===== config.mk =====
export PLATFORM = sky130hd
export DESIGN_NAME = rtc_bus_arbiter
export DESIGN_NICKNAME = d
export VERILOG_FILES = /design/src/rtl/rtc_bus_arbiter.sv
export SDC_FILE = /design/constraint.sdc
export NUM_CORES = 1
export LEC_CHECK = 0
export CAP_MARGIN = 20
export CORE_MARGIN = 2
export CORE_UTILIZATION = 44
export DETAILED_ROUTE_END_ITERATION = 16
export GPL_TIMING_DRIVEN = 0
export HOLD_SLACK_MARGIN = 0.03
export PLACE_DENSITY = 0.85
export SYNTH_ARGS = -nofsm -noshare
export SYNTH_HDL_FRONTEND = slang
export SYNTH_SLANG_ARGS = --single-unit

===== constraint.sdc =====
create_clock -name clk -period 2.5 [get_ports clk]
set_input_delay 0.25 -clock clk [delete_from_list [all_inputs] [get_ports clk]]
set_output_delay 0.25 -clock clk [all_outputs]
set_load 0.005 [all_outputs]

===== src/rtl/rtc_bus_arbiter.sv =====
// Shares the multiplexed RTC address/data bus between NREQ requesters, running the
// address/data strobe sequence. Define ARB_ROUND_ROBIN_EN for round-robin, else fixed priority.
module rtc_bus_arbiter #(
  parameter int unsigned NREQ    = 4,
  parameter int unsigned T_PULSE = 256
) (
  input  logic              clk,
  input  logic              reset,
  input  logic [NREQ-1:0]   req,
  input  logic [NREQ-1:0]   we,
  input  logic [8*NREQ-1:0] addr,
  input  logic [8*NREQ-1:0] wdata,
  output logic [NREQ-1:0]   gnt,
  output logic [NREQ-1:0]   done,
  output logic [7:0]        rdata,
  output logic              busy,
  output logic              cs_n,
  output logic              rd_n,
  output logic              wr_n,
  output logic              a_d,
  output logic [7:0]        ad_out,
  output logic              ad_oe,
  input  logic [7:0]        ad_in
);

  localparam int unsigned CW = $clog2(T_PULSE + 1);
  localparam int unsigned IW = $clog2(NREQ);

  localparam logic [2:0] StIdle    = 3'd0;
  localparam logic [2:0] StAddrStb = 3'd1;
  localparam logic [2:0] StAddrGap = 3'd2;
  localparam logic [2:0] StDataStb = 3'd3;
  localparam logic [2:0] StDataGap = 3'd4;
  localparam logic [2:0] StDone    = 3'd5;

  logic [2:0]    state_q, state_d;
  logic [CW-1:0] cnt_q, cnt_d;
  logic          adv;
  logic          we_q;
  logic [7:0]    addr_q, wdata_q;

  logic          win_valid;
  logic [IW-1:0] win_idx;
  logic          sel_we;
  logic [7:0]    sel_addr, sel_wdata;

`ifdef ARB_ROUND_ROBIN_EN
  logic [IW-1:0] ptr_q;
  logic [IW-1:0] gidx_q;
  logic [IW-1:0] cand;

  // Search starts just past the last served requester.
  always_comb begin
    win_valid = 1'b0;
    win_idx   = '0;
    cand      = '0;
    for (int unsigned k = 1; k <= NREQ; k++) begin
      cand = IW'((32'(ptr_q) + k) % NREQ);
      if (!win_valid && req[cand]) begin
        win_valid = 1'b1;
        win_idx   = cand;
      end
    end
  end

  always_ff @(posedge clk or posedge reset) begin
    if (reset) begin
      ptr_q  <= IW'(NREQ - 1);
      gidx_q <= '0;
    end else begin
      if (state_q == StIdle && win_valid) gidx_q <= win_idx;
      if (state_q == StDone) ptr_q <= gidx_q;
    end
  end
`else
  always_comb begin
    win_valid = 1'b0;
    win_idx   = '0;
    for (int unsigned k = 0; k < NREQ; k++) begin
      if (!win_valid && req[IW'(k)]) begin
        win_valid = 1'b1;
        win_idx   = IW'(k);
      end
    end
  end
`endif

  always_comb begin
    sel_we    = 1'b0;
    sel_addr  = '0;
    sel_wdata = '0;
    for (int unsigned k = 0; k < NREQ; k++) begin
      if (win_idx == IW'(k)) begin
        sel_we    = we[k];
        sel_addr  = addr[8*k +: 8];
        sel_wdata = wdata[8*k +: 8];
      end
    end
  end

  assign adv = (cnt_q == CW'(T_PULSE - 1));

  always_comb begin
    state_d = state_q;
    case (state_q)
      StIdle:    if (win_valid) state_d = StAddrStb;
      StAddrStb: if (adv) state_d = StAddrGap;
      StAddrGap: if (adv) state_d = StDataStb;
      StDataStb: if (adv) state_d = StDataGap;
      StDataGap: if (adv) state_d = StDone;
      StDone:    state_d = StIdle;
      default:   state_d = StIdle;
    endcase
  end

  always_comb begin
    cnt_d = cnt_q + 1'b1;
    if (state_d != state_q || state_q == StIdle || state_q == StDone) cnt_d = '0;
  end

  always_ff @(posedge clk or posedge reset) begin
    if (reset) begin
      state_q <= StIdle;
      cnt_q   <= '0;
      we_q    <= 1'b0;
      addr_q  <= '0;
      wdata_q <= '0;
      gnt     <= '0;
      rdata   <= '0;
    end else begin
      state_q <= state_d;
      cnt_q   <= cnt_d;
      if (state_q == StIdle && win_valid) begin
        we_q    <= sel_we;
        addr_q  <= sel_addr;
        wdata_q <= sel_wdata;
        gnt     <= {{(NREQ-1){1'b0}}, 1'b1} << win_idx;
      end else if (state_q == StDone) begin
        gnt <= '0;
      end
      if (state_q == StDataStb && adv && !we_q) rdata <= ad_in;
    end
  end

  // Pin and done outputs are registered from the current state, so they trail it by one cycle.
  always_ff @(posedge clk or posedge reset) begin
    if (reset) begin
      cs_n   <= 1'b1;
      rd_n   <= 1'b1;
      wr_n   <= 1'b1;
      a_d    <= 1'b0;
      ad_oe  <= 1'b0;
      ad_out <= '0;
      done   <= '0;
    end else begin
      cs_n  <= !(state_q == StAddrStb || state_q == StDataStb);
      wr_n  <= !(state_q == StAddrStb || (state_q == StDataStb && we_q));
      rd_n  <= !(state_q == StDataStb && !we_q);
      a_d   <= (state_q == StDataStb || state_q == StDataGap);
      ad_oe <= (state_q == StAddrStb || state_q == StAddrGap ||
                (state_q == StDataStb && we_q));
      if (state_q == StAddrStb || state_q == StAddrGap) ad_out <= addr_q;
      else if (state_q == StDataStb && we_q)             ad_out <= wdata_q;
      else                                               ad_out <= '0;
      done <= (state_q == StDone) ? gnt : '0;
    end
  end

  assign busy = (state_q != StIdle);

endmodule


; Word-level counts from Yosys, hierarchy flattened
; Index checks and enable logic that the tools add are counted.
; W data, S select, Z words.
[totals]
reg_bits = 58
latchBits = 0
mem_bits_rw = 0
romBits = 0
input_bits = 82
output_inout_bits = 30
wordCells = 83
mem_count = 0
[classes]
addsub = 1
n_mul = 0
div_mod_pow = 0
magnitude_cmp = 0
eq_ne = 10
shift = 1
muxes = 31
bitwise_logic = 0
n_reduce_logical = 26
[op_table]
columns = op, count
row1 = $mux W8, 10
row2 = $mux W3, 5
row3 = $pmux W3 S5, 1
row4 = $mux W4, 3
row5 = $add A9 B1 Y9 const B, 1
row6 = $eq A9 B8 Y1 const B, 1
row7 = $mux W1, 9
row8 = $mux W9, 1
row9 = $logic_and A1 B1 Y1, 8
row10 = $logic_not A1 Y1, 7
row11 = $logic_or A1 B1 Y1, 7
row12 = $eq A3 B2 Y1 const B, 2
row13 = $eq A3 B3 Y1 const B, 2
row14 = $eq A2 B2 Y1 const B, 2
row15 = $mux W2, 2
row16 = $shl A1 B2 Y4 const A, 1
row17 = $eq A3 B1 Y1 const B, 1
row18 = $logic_not A3 Y1, 1
row19 = $ne A3 B3 Y1, 1
row20 = $reduce_bool A3 Y1, 1
row21 = $eq A2 B1 Y1 const B, 1
row22 = $logic_not A2 Y1, 1
row23 = $reduce_bool A2 Y1, 1

; Longest topological paths before layout
[logic_depth]
word_depth = 16
depth_mapped = 8

; Worst setup path after synthesis
; OpenSTA, ideal clock, no wires.
[synth_timing]
kind = reg-to-reg
from = register cnt_q[0]
to = register rdata[0]
arrival_time_ps = 1798
t_required_ps = 2375
setup_slack_ps = 577
stages_incl_launch_ff = 7
cell_sequence = dfrtp_1 -> ha_1 -> nand2_1 -> nor2_1 -> ha_1 -> nor4b_4 -> mux2_2
[synth_via]
elab_chain_cells = 3
[synth_rtl]
columns = element, line_no
row1 = start: declaration, 37  ; logic [CW-1:0] cnt_q, cnt_d;
row2 = start signal: assignment, 132  ; cnt_q <= cnt_d;
row3 = $eq A9 B8 Y1, 101  ; assign adv = (cnt_q == CW'(T_PULSE - 1));
row4 = $logic_and A1 B1 Y1 (2 in a row), 141  ; if (state_q == StDataStb && adv && !we_q) rdata <= ad_in;
row5 = end signal: assignment, 141
row6 = end: declaration, 15  ; output logic [7:0] rdata,
; No other way between the ends.
; A chain may end at the register's enable or synchronous reset.

; Worst setup path after layout
[layout_timing]
from = register cnt_q[0]
to = register rdata[5]
; The elaborated chain is that of the path after synthesis.

==> flow_summary.ini <==
[outcome]
run_status = completed

[grt]
first_global_vias = 2765
grt_pass1_wl_um = 12450
antenna_found_initial = 0
globalRouteTotalUtil_pct = 21.35
grt_start_max_net_pins = 33
overflow = 0

[sta]
fin_tns_setup_ns = 0
max_slew_margin_pct = 58.75
fmax_ghz = 0.4551
grt_setup_unrepaired = false
final_min_period_over_clock_period_pct = 87.89
number_of_failing_setup_endpoints_in_the_final_timing_report = 0
worst-slew-pin-transition_ns = 0.6166
final_worst_clock_skew_ns = 0.009549
fin_worst_hold_slack_ns = 0.2939
maxSlewViolCount = 0
hold_violations = 0
final_critical_path_setup_slack_ns = 0.3026
finalWorstPathRequiredPeriod_ns = 2.197

[clock_tree]
worst_skew_pair.late_latency_ns = 0.34
tritoncts = done
post_cts_hold_buffer_count = 0
cts_repair_resize_count = 0
cts_num_sinks = 58
cts-buffers-inserted = 9
htree_num_levels = 3
clock_path_buffers = 2
root_buffer = sky130_fd_sc_hd__clkbuf_8
cts.repair_timing.setup_buffer_count = 0
clk_pin_slew_worst_paths_ns = 0.07

[worst_setup_path]
crit_arrival_ns = 2.42
timing.critical_path.fanout_max = 8
critPathSlowestCell = sky130_fd_sc_hd__nor4b_4
timing_worst_setup_path_type = reg2reg
worstPathCellList = ha_1 -> nand2_1 -> nor2_1 -> ha_1 -> nor4b_4 -> mux2_2
ff2ff_setup_slack_ns = 0.30
critPathMaxStageDelay_ns = 0.53
timing.critical_path.required_ns = 2.72
kind_of_start_point_of_the_critical_path = register
cpMostUsedCell = sky130_fd_sc_hd__ha_1
cp-end-kind = register

[synth]
mappedNetlistNets = 389
synth.most_common_cell = sky130_fd_sc_hd__dfrtp_1
synth-seq-cells = 58
yosysTopAreaCellShare_pct = 46.08
synth.top_cells.by_area = sky130_fd_sc_hd__dfrtp_1, sky130_fd_sc_hd__nand2_1, sky130_fd_sc_hd__a311oi_1
sequential_fraction_of_the_synthesis_area_pct = 48.72
yosys_warnings = 0
netlist_instances = 305
post_synth.cell_area_avg_um2 = 9.792
synth.top_cells.by_count = sky130_fd_sc_hd__dfrtp_1, sky130_fd_sc_hd__nand2_1, sky130_fd_sc_hd__nor2_1
asyncSetResetFlopFracSynth_pct = 100.0
synth_edf_count = 0
yosys.cell_types.count = 42
mappedNetlistArea_mm2 = 0.002987
synth_top_cell_by_area = sky130_fd_sc_hd__dfrtp_1
dominantRegCellSynth = sky130_fd_sc_hd__dfrtp_1

[floorplanning]
floorplan.die.width_um = 86.39
rows = 30
core-area_mm2 = 0.006681
floorplan.die.height_um = 86.39
initial_core_util_pct = 44.70
num_io_pins = 112
die_area_mm2 = 0.007462

[placed_design]
place_congestion = 0.8405
half_perimeter_wire_length_after_placement_um = 5963
detailed_place.area_mm2 = 0.004218
place_worst_setup_slack_ns = 0.3044
numPlacedInstances = 497
portBuffers = 111

[power]
power_per_cell_area_mw_per_mm2 = 468.1
worst_ir_drop_vdd_mv = 0.2331
totalPowerFinal_mw = 2.070
static-leakage-power_nw = 1.884

[run]
maxCapViolations = 0

[final_layout]
num-nets-final = 512
nFillCells = 564
final_layout_size_suffix_gt1_share_pct = 13.86
antenna-diode-count = 0
flow.area_growth_from_synthesis_pct = 48.05
design_area_mm2 = 0.004422
stdcell_count = 513
post-route-util_pct = 66.18

[drt]
via_count = 2696
wirelength_um = 7536
wl_per_cell_um = 14.69
drc = 0
route.detailed.vias_per_inst = 5.255
dr.pass1.iters = 4
ant_nets = 0
drt_first_iter_violations = 122

[min_path]
hold_class = in2async
worst max-delay path: cells and delay by family, from the launching register on:
family | cells | cell delay (ns)
DFF | 1 | 0.41
adders and majority gates | 2 | 0.52
muxes | 1 | 0.40
and+or+nand+nor | 3 | 0.76
registers in the layout, indices dropped and copies added, names as in the netlist, 3 cells and up:
signal,count
rdata,8
gnt,4
done,4
cnt_q,9
ad_out,8
wdata_q,8
state_q,3
addr_q,8
layout make-up:
cell class              instances  area [um2]  area share (%)
flip-flops and latches         58        1455           32.91
multi-input cells             216        1348           30.48
repair buffers                112        1131           25.58
plain buffers                  22       150.1           3.396
clock buffers                  10       137.6           3.113
well taps                      80       100.1           2.264
clock inverters                 6       66.31           1.500
inverters                       9       33.78          0.7640
cell usage in the layout (no fill, tap or decap), types with 9 or more instances in the layout:
cell / synthesis / layout
sky130_fd_sc_hd__a22oi_1: 9 / 9
sky130_fd_sc_hd__a21oi_1: 19 / 19
sky130_fd_sc_hd__nand3_1: 9 / 9
sky130_fd_sc_hd__clkdlybuf4s50_1: 0 / 111
sky130_fd_sc_hd__nor2b_1: 18 / 18
sky130_fd_sc_hd__a311oi_1: 17 / 17
sky130_fd_sc_hd__dfrtp_1: 55 / 55
sky130_fd_sc_hd__nor2_1: 30 / 30
sky130_fd_sc_hd__nand2_1: 40 / 40
sky130_fd_sc_hd__o31ai_1: 17 / 17
sky130_fd_sc_hd__clkbuf_8: 0 / 10
power by group:
group | internal (mW) | leakage (nW) | switching, mW | total, mW
Sequential | 0.939 | 0.762 | 0.000607 | 0.940
Clock | 0.486 | 0.0945 | 0.383 | 0.869
Combinational | 0.156 | 1.03 | 0.104 | 0.260
Total | 1.58 | 1.88 | 0.489 | 2.07
kinds of logic after synthesis:
logic type                 after synthesis  synth area share [%]
muxes                                    8                 3.016
adders and majority gates                2                0.8377
DFF                                     58                 48.72
xor gates and xnor gates                 8                 2.346
AOI/OAI and AO/OA                       73                 17.43
and+or+nand+nor                        125                 21.49
buffers and inverters                   31                 6.158
metal layers:
layer  part of all wire [%]  wire length [um]  vias to the layer above  global-route usage, %
li1                       -                 -                     1312                      -
met1                     41              3126                     1260                  26.08
met2                     50              3732                      111                  35.66
met3                    7.1               536                       13                  6.857
met4                    1.8               139                        0                  7.386
met5                      0                 0                        -                      0
path summary, 6_finish.rpt:
kind	cells past startpoint	endpoint	start
hold / removal	2	wdata_q[1]	reset
hold reg to reg	2	wdata_q[0]	wdata_q[0]
min in group clk	2	wdata_q[0]	wdata_q[0]
setup / recovery	6	rdata[5]	cnt_q[0]
max in group asynchronous	3	wr_n	reset
setup reg to reg	6	rdata[5]	cnt_q[0]
(Power assumes the default switching activity.)
